<file path="src/rtl/uart_tx_arbiter.sv">
// Round-robin arbiter sharing one UART transmitter between four byte requesters.
// Handles the UART valid/busy handshake and abandons an attempt if busy never rises.
module uart_tx_arbiter #(
  parameter int TIMEOUT_CYCLES = 64
) (
  input  logic       clk_x4,
  input  logic       rst_x,
  input  logic [3:0] i_req_valid,
  input  logic [7:0] i_req_data_0,
  input  logic [7:0] i_req_data_1,
  input  logic [7:0] i_req_data_2,
  input  logic [7:0] i_req_data_3,
  output logic [3:0] o_req_ack,
  output logic [3:0] o_grant,
  output logic [7:0] o_uart_data,
  output logic       o_uart_valid,
  input  logic       i_uart_busy,
  output logic       o_timeout
);

  localparam logic [1:0]  ST_IDLE  = 2'd0;
  localparam logic [1:0]  ST_ISSUE = 2'd1;
  localparam logic [1:0]  ST_SEND  = 2'd2;
  localparam logic [15:0] CNT_LAST = 16'(TIMEOUT_CYCLES - 1);

  logic [1:0]  state_q, state_d;
  logic [1:0]  ptr_q, ptr_d;
  logic [15:0] cnt_q, cnt_d;
  logic        busy_dly_q;
  logic [3:0]  grant_q, grant_d;
  logic [7:0]  data_q, data_d;
  logic        valid_q, valid_d;
  logic [3:0]  ack_q, ack_d;
  logic        timeout_q, timeout_d;

  logic        busy_rise;
  logic        busy_fall;
  logic        win_hit;
  logic [1:0]  win_idx;
  logic [1:0]  cand;
  logic [7:0]  win_data;

  assign busy_rise = ~busy_dly_q & i_uart_busy;
  assign busy_fall = busy_dly_q & ~i_uart_busy;

  // Round-robin search starting at the pointer; first set request wins.
  always_comb begin
    win_hit = 1'b0;
    win_idx = 2'd0;
    cand    = 2'd0;
    for (int i = 0; i < 4; i++) begin
      cand = ptr_q + 2'(i);
      if (!win_hit && i_req_valid[cand]) begin
        win_hit = 1'b1;
        win_idx = cand;
      end else begin
        win_hit = win_hit;
      end
    end
    case (win_idx)
      2'd0:    win_data = i_req_data_0;
      2'd1:    win_data = i_req_data_1;
      2'd2:    win_data = i_req_data_2;
      2'd3:    win_data = i_req_data_3;
      default: win_data = 8'h00;
    endcase
  end

  // Next-state logic for the grant / issue / send sequence.
  always_comb begin
    state_d   = state_q;
    ptr_d     = ptr_q;
    cnt_d     = cnt_q;
    grant_d   = grant_q;
    data_d    = data_q;
    valid_d   = valid_q;
    ack_d     = 4'b0000;
    timeout_d = timeout_q;
    case (state_q)
      ST_IDLE: begin
        if (win_hit && !i_uart_busy) begin
          grant_d = 4'b0001 << win_idx;
          data_d  = win_data;
          valid_d = 1'b1;
          cnt_d   = 16'd0;
          ptr_d   = win_idx + 2'd1;
          state_d = ST_ISSUE;
        end else begin
          grant_d = 4'b0000;
        end
      end
      ST_ISSUE: begin
        // A busy rise on the last allowed cycle still counts as accepted.
        if (busy_rise) begin
          valid_d = 1'b0;
          ack_d   = grant_q;
          state_d = ST_SEND;
        end else if (cnt_q == CNT_LAST) begin
          valid_d   = 1'b0;
          grant_d   = 4'b0000;
          timeout_d = 1'b1;
          state_d   = ST_IDLE;
        end else begin
          cnt_d = cnt_q + 16'd1;
        end
      end
      ST_SEND: begin
        if (busy_fall) begin
          grant_d = 4'b0000;
          state_d = ST_IDLE;
        end else begin
          grant_d = grant_q;
        end
      end
      default: begin
        state_d = ST_IDLE;
        grant_d = 4'b0000;
        valid_d = 1'b0;
      end
    endcase
  end

  // State and output registers with asynchronous active-low reset.
  always_ff @(posedge clk_x4 or negedge rst_x) begin
    if (!rst_x) begin
      state_q    <= ST_IDLE;
      ptr_q      <= 2'd0;
      cnt_q      <= 16'd0;
      busy_dly_q <= 1'b0;
      grant_q    <= 4'b0000;
      data_q     <= 8'h00;
      valid_q    <= 1'b0;
      ack_q      <= 4'b0000;
      timeout_q  <= 1'b0;
    end else begin
      state_q    <= state_d;
      ptr_q      <= ptr_d;
      cnt_q      <= cnt_d;
      busy_dly_q <= i_uart_busy;
      grant_q    <= grant_d;
      data_q     <= data_d;
      valid_q    <= valid_d;
      ack_q      <= ack_d;
      timeout_q  <= timeout_d;
    end
  end

  assign o_req_ack    = ack_q;
  assign o_grant      = grant_q;
  assign o_uart_data  = data_q;
  assign o_uart_valid = valid_q;
  assign o_timeout    = timeout_q;

endmodule

</file>
<file path="config.mk">
export PLATFORM = sky130hd
export DESIGN_NAME = uart_tx_arbiter
export DESIGN_NICKNAME = d
export VERILOG_FILES = /design/src/rtl/uart_tx_arbiter.sv
export SDC_FILE = /design/constraint.sdc
export NUM_CORES = 1
export LEC_CHECK = 0
export CAP_MARGIN = 10
export CORE_MARGIN = 10
export CORE_UTILIZATION = 35
export CTS_BUF_LIST = sky130_fd_sc_hd__clkbuf_8
export DETAILED_ROUTE_END_ITERATION = 7
export HOLD_SLACK_MARGIN = 0.15
export PLACE_DENSITY = 0.7
export SETUP_SLACK_MARGIN = 0.05
export SYNTH_ARGS = -nofsm -noshare
export SYNTH_HDL_FRONTEND = slang
export SYNTH_SLANG_ARGS = --single-unit
</file>
<file path="constraint.sdc">
create_clock -name clk_x4 -period 4 [get_ports clk_x4]
set_clock_uncertainty 0.15 [all_clocks]
set_input_delay 0.6 -clock clk_x4 [delete_from_list [all_inputs] [get_ports clk_x4]]
set_output_delay 0.6 -clock clk_x4 [all_outputs]
set_load 0.01 [all_outputs]
</file>
==> impl_metrics.json <==
{
  "drtIter0Drc": 132,
  "slew_violations": 0,
  "cp.arrival_ns": 2.99,
  "hpwl_um": 4528,
  "grt_pass1_wl_um": 10010,
  "start_kind": "input pin",
  "hold_viol_final": 0,
  "power_switching_mw": 0.6474,
  "dp_cells": 349,
  "ant_nets": 0,
  "die-area_mm2": 0.009878,
  "netlist_area_mm2": 0.002206,
  "die_w_um": 99.39,
  "port_buffers": 56,
  "holdBufCountCts": 0,
  "area_growth_pct": 31.82,
  "first_pass_iters": 5,
  "max_clock_freq_mhz": 334.9,
  "grt_usage_pct": 12.33,
  "numCtsBuffers": 5,
  "wl_met3_um": 196,
  "antenna_found_initial": 0,
  "clockBufferDepth": 2,
  "die_y_um": 99.39,
  "ys.flop_type": "dfrtp_1",
  "stdcell_count": 357,
  "layout_common_cells": "clkdlybuf4s50_1, dfrtp_1, nand2_1, nor2_1, a21oi_1",
  "intPower_mw": 1.015,
  "cts-root-buf": "clkbuf_8",
  "utilization_pct": 48.26,
  "synthDistinctLibCells": 48,
  "seqPwrFrac_pct": 35.5,
  "num_vias": 1992,
  "ys_seq_area_share_pct": 44.24,
  "n_antenna_cell": 0,
  "drc": 0,
  "cts_tree": "yes",
  "rows": 28,
  "ctsHtreeMaxLevel": 2,
  "dr_wl_met2_um": 3124,
  "insertion_delay_ns": 0.30,
  "start_util_pct": 36.61,
  "cts_resized": 0,
  "syn_nets": 274,
  "path_max_fanout": 9,
  "synth-seq-cells": 39,
  "worstMarginPinSlew_ns": 0.8797,
  "routedWlPerCell_um": 16.96,
  "cts_setup_buffers": 0,
  "met1_length_um": 2590,
  "worstSetupPathType": "in2reg",
  "viasPerCell": 5.580,
  "gr-total-overflow": 0,
  "relSlewSlack_pct": 41.36,
  "async_reset_ff_share_pct": 100.0,
  "drt-total-wl_um": 6056,
  "highest-signal-layer": "met4",
  "postSynthCellCount": 229,
  "power_leakage_nw": 1.248,
  "synth-edff-count": 0,
  "clock_power_share_pct": 20.0,
  "cap_violations": 0,
  "peakVddDrop_uv": 400.6,
  "fillers": 569,
  "timing.hold.ws_ns": 0.2681,
  "worstSetupEndpointType": "flop",
  "period_share_pct": 74.66,
  "placed_area_mm2": 0.002795,
  "cts_sinks": 39,
  "design_area_mm2": 0.002908,
  "core_mm2": 0.006026,
  "grt_max_degree": 40,
  "power.density_mw_per_mm2": 571.8,
  "cp.required_ns": 4.01,
  "fin_setup_tns_ns": 0,
  "hold_path_class": "in2async",
  "clkTransAtPathRegs_ns": 0.08,
  "yosys_warnings": 0,
  "rsz0062_at_grt": "no",
  "place_congestion": 0.8290,
  "drive_gt1_share_pct": 8.865,
  "synth_area_per_cell_um2": 9.633,
  "final_common_cell": "clkdlybuf4s50_1",
  "switching_share_pct": 38.94,
  "combPwrFrac_pct": 44.5,
  "setup_viol": 0,
  "nets": 326,
  "grt_pass1_vias": 1903,
  "period_minus_slack_ns": 2.986,
  "outcome": "finished, final reports clean",
  "io_pins": 57
}
## worst max-delay path: stages
cell and delay [ns]:
clkdlybuf4s50_1 0.59, nand2b_1 0.15, a21oi_1 0.07, a221o_1 0.28
or2_2 0.33, ha_1 0.33, a222oi_1 0.37, nor2_1 0.07
a21oi_1 0.12, o21ai_0 0.08
## stage by stage
stage               setup slack, ns  power (mW)
finish                        1.014       1.663
global route                 0.8464       1.785
CTS                           1.016       1.680
detailed placement           0.6939       1.340
global placement             0.7712       1.326
floorplan                     1.491       1.059
## final timing paths
path / start / endpoint / slack (ns) / depth (start not counted)
max: i_req_valid[1] / o_uart_data[6]$_DFFE_PN0P_ / 1.01 / 10
min: rst_x / o_uart_data[4]$_DFFE_PN0P_ / 0.27 / 1
max reg2reg: ptr_q[0]$_DFFE_PN0P_ / o_uart_data[6]$_DFFE_PN0P_ / 1.51 / 9
min reg2reg: o_uart_data[3]$_DFFE_PN0P_ / o_uart_data[3]$_DFFE_PN0P_ / 0.33 / 2
max in group asynchronous: rst_x / cnt_q[2]$_DFFE_PN0P_ / 2.88 / 1
min in group clk_x4: o_uart_data[3]$_DFFE_PN0P_ / o_uart_data[3]$_DFFE_PN0P_ / 0.33 / 2
## cells by family (layout without fill, tap and decap cells)
family	count (synthesis)	count (layout)	synth area share, %
buf+inv	24	77	5.105
fa+ha+maj	6	6	3.403
compound gates	76	76	24.62
simple gates	82	82	21.67
flops	39	39	44.24
mux	2	2	0.9642
## cell type report
class / instances / area, µm² / area share, %
clock inverter: 3 / 43.79 / 1.506
tap: 75 / 93.84 / 3.227
inverter: 12 / 45.04 / 1.549
multi-input combinational: 166 / 1117 / 38.43
sequential: 39 / 975.9 / 33.56
timing repair buffer: 57 / 563.0 / 19.36
clock buffer: 5 / 68.82 / 2.367
## registers in the layout, summed over array words and instances, names as in the netlist
| name | count |
|---|---|
| o_req_ack | 4 |
| ptr_q | 2 |
| o_uart_valid | 1 |
| o_grant | 4 |
| cnt_q | 16 |
| state_q | 2 |
| o_uart_data | 8 |
| busy_dly_q | 1 |
| o_timeout | 1 |
## power groups by stage
stage | registers (mW) | logic [mW] | clock network, mW
2_1_floorplan | 0.605 | 0.454 | 0
3_3_place_gp | 0.592 | 0.733 | 0
3_5_place_dp | 0.596 | 0.744 | 0
4_1_cts | 0.589 | 0.749 | 0.342
5_1_grt | 0.608 | 0.822 | 0.356
6_report | 0.590 | 0.740 | 0.333
## layer usage
| metal | GRT usage (%) | up-vias |
|---|---|---|
| met5 | 0 | - |
| met1 | 14.77 | 973 |
| li1 | - | 970 |
| met3 | 2.630 | 12 |
| met2 | 20.94 | 37 |
| met4 | 4.851 | 0 |
## cell usage after synthesis, drive strengths merged (2+ instances only)
cell	n	share of area [%]
a22o	4	1.6
nand2	19	3.2
ha	6	3.4
o21a	5	1.7
o21ai	15	3.9
inv	12	2.0
a31oi	13	3.7
a21oi	15	3.4
and2	4	1.1
a2bb2oi	2	1.4
clkbuf	4	0.74
nor2b	3	0.85
nor2	16	2.7
or2	2	0.57
a222oi	8	3.6
nand4	8	2.6
nor3	5	1.1
buf	8	2.3
nand3	7	1.6
dfrtp	39	44
nor4	8	4.2
a21o	4	1.4
and4	2	0.79
nand2b	4	1.1
o211ai	2	0.91
a41oi	2	0.79
(Power assumes the default switching activity.)
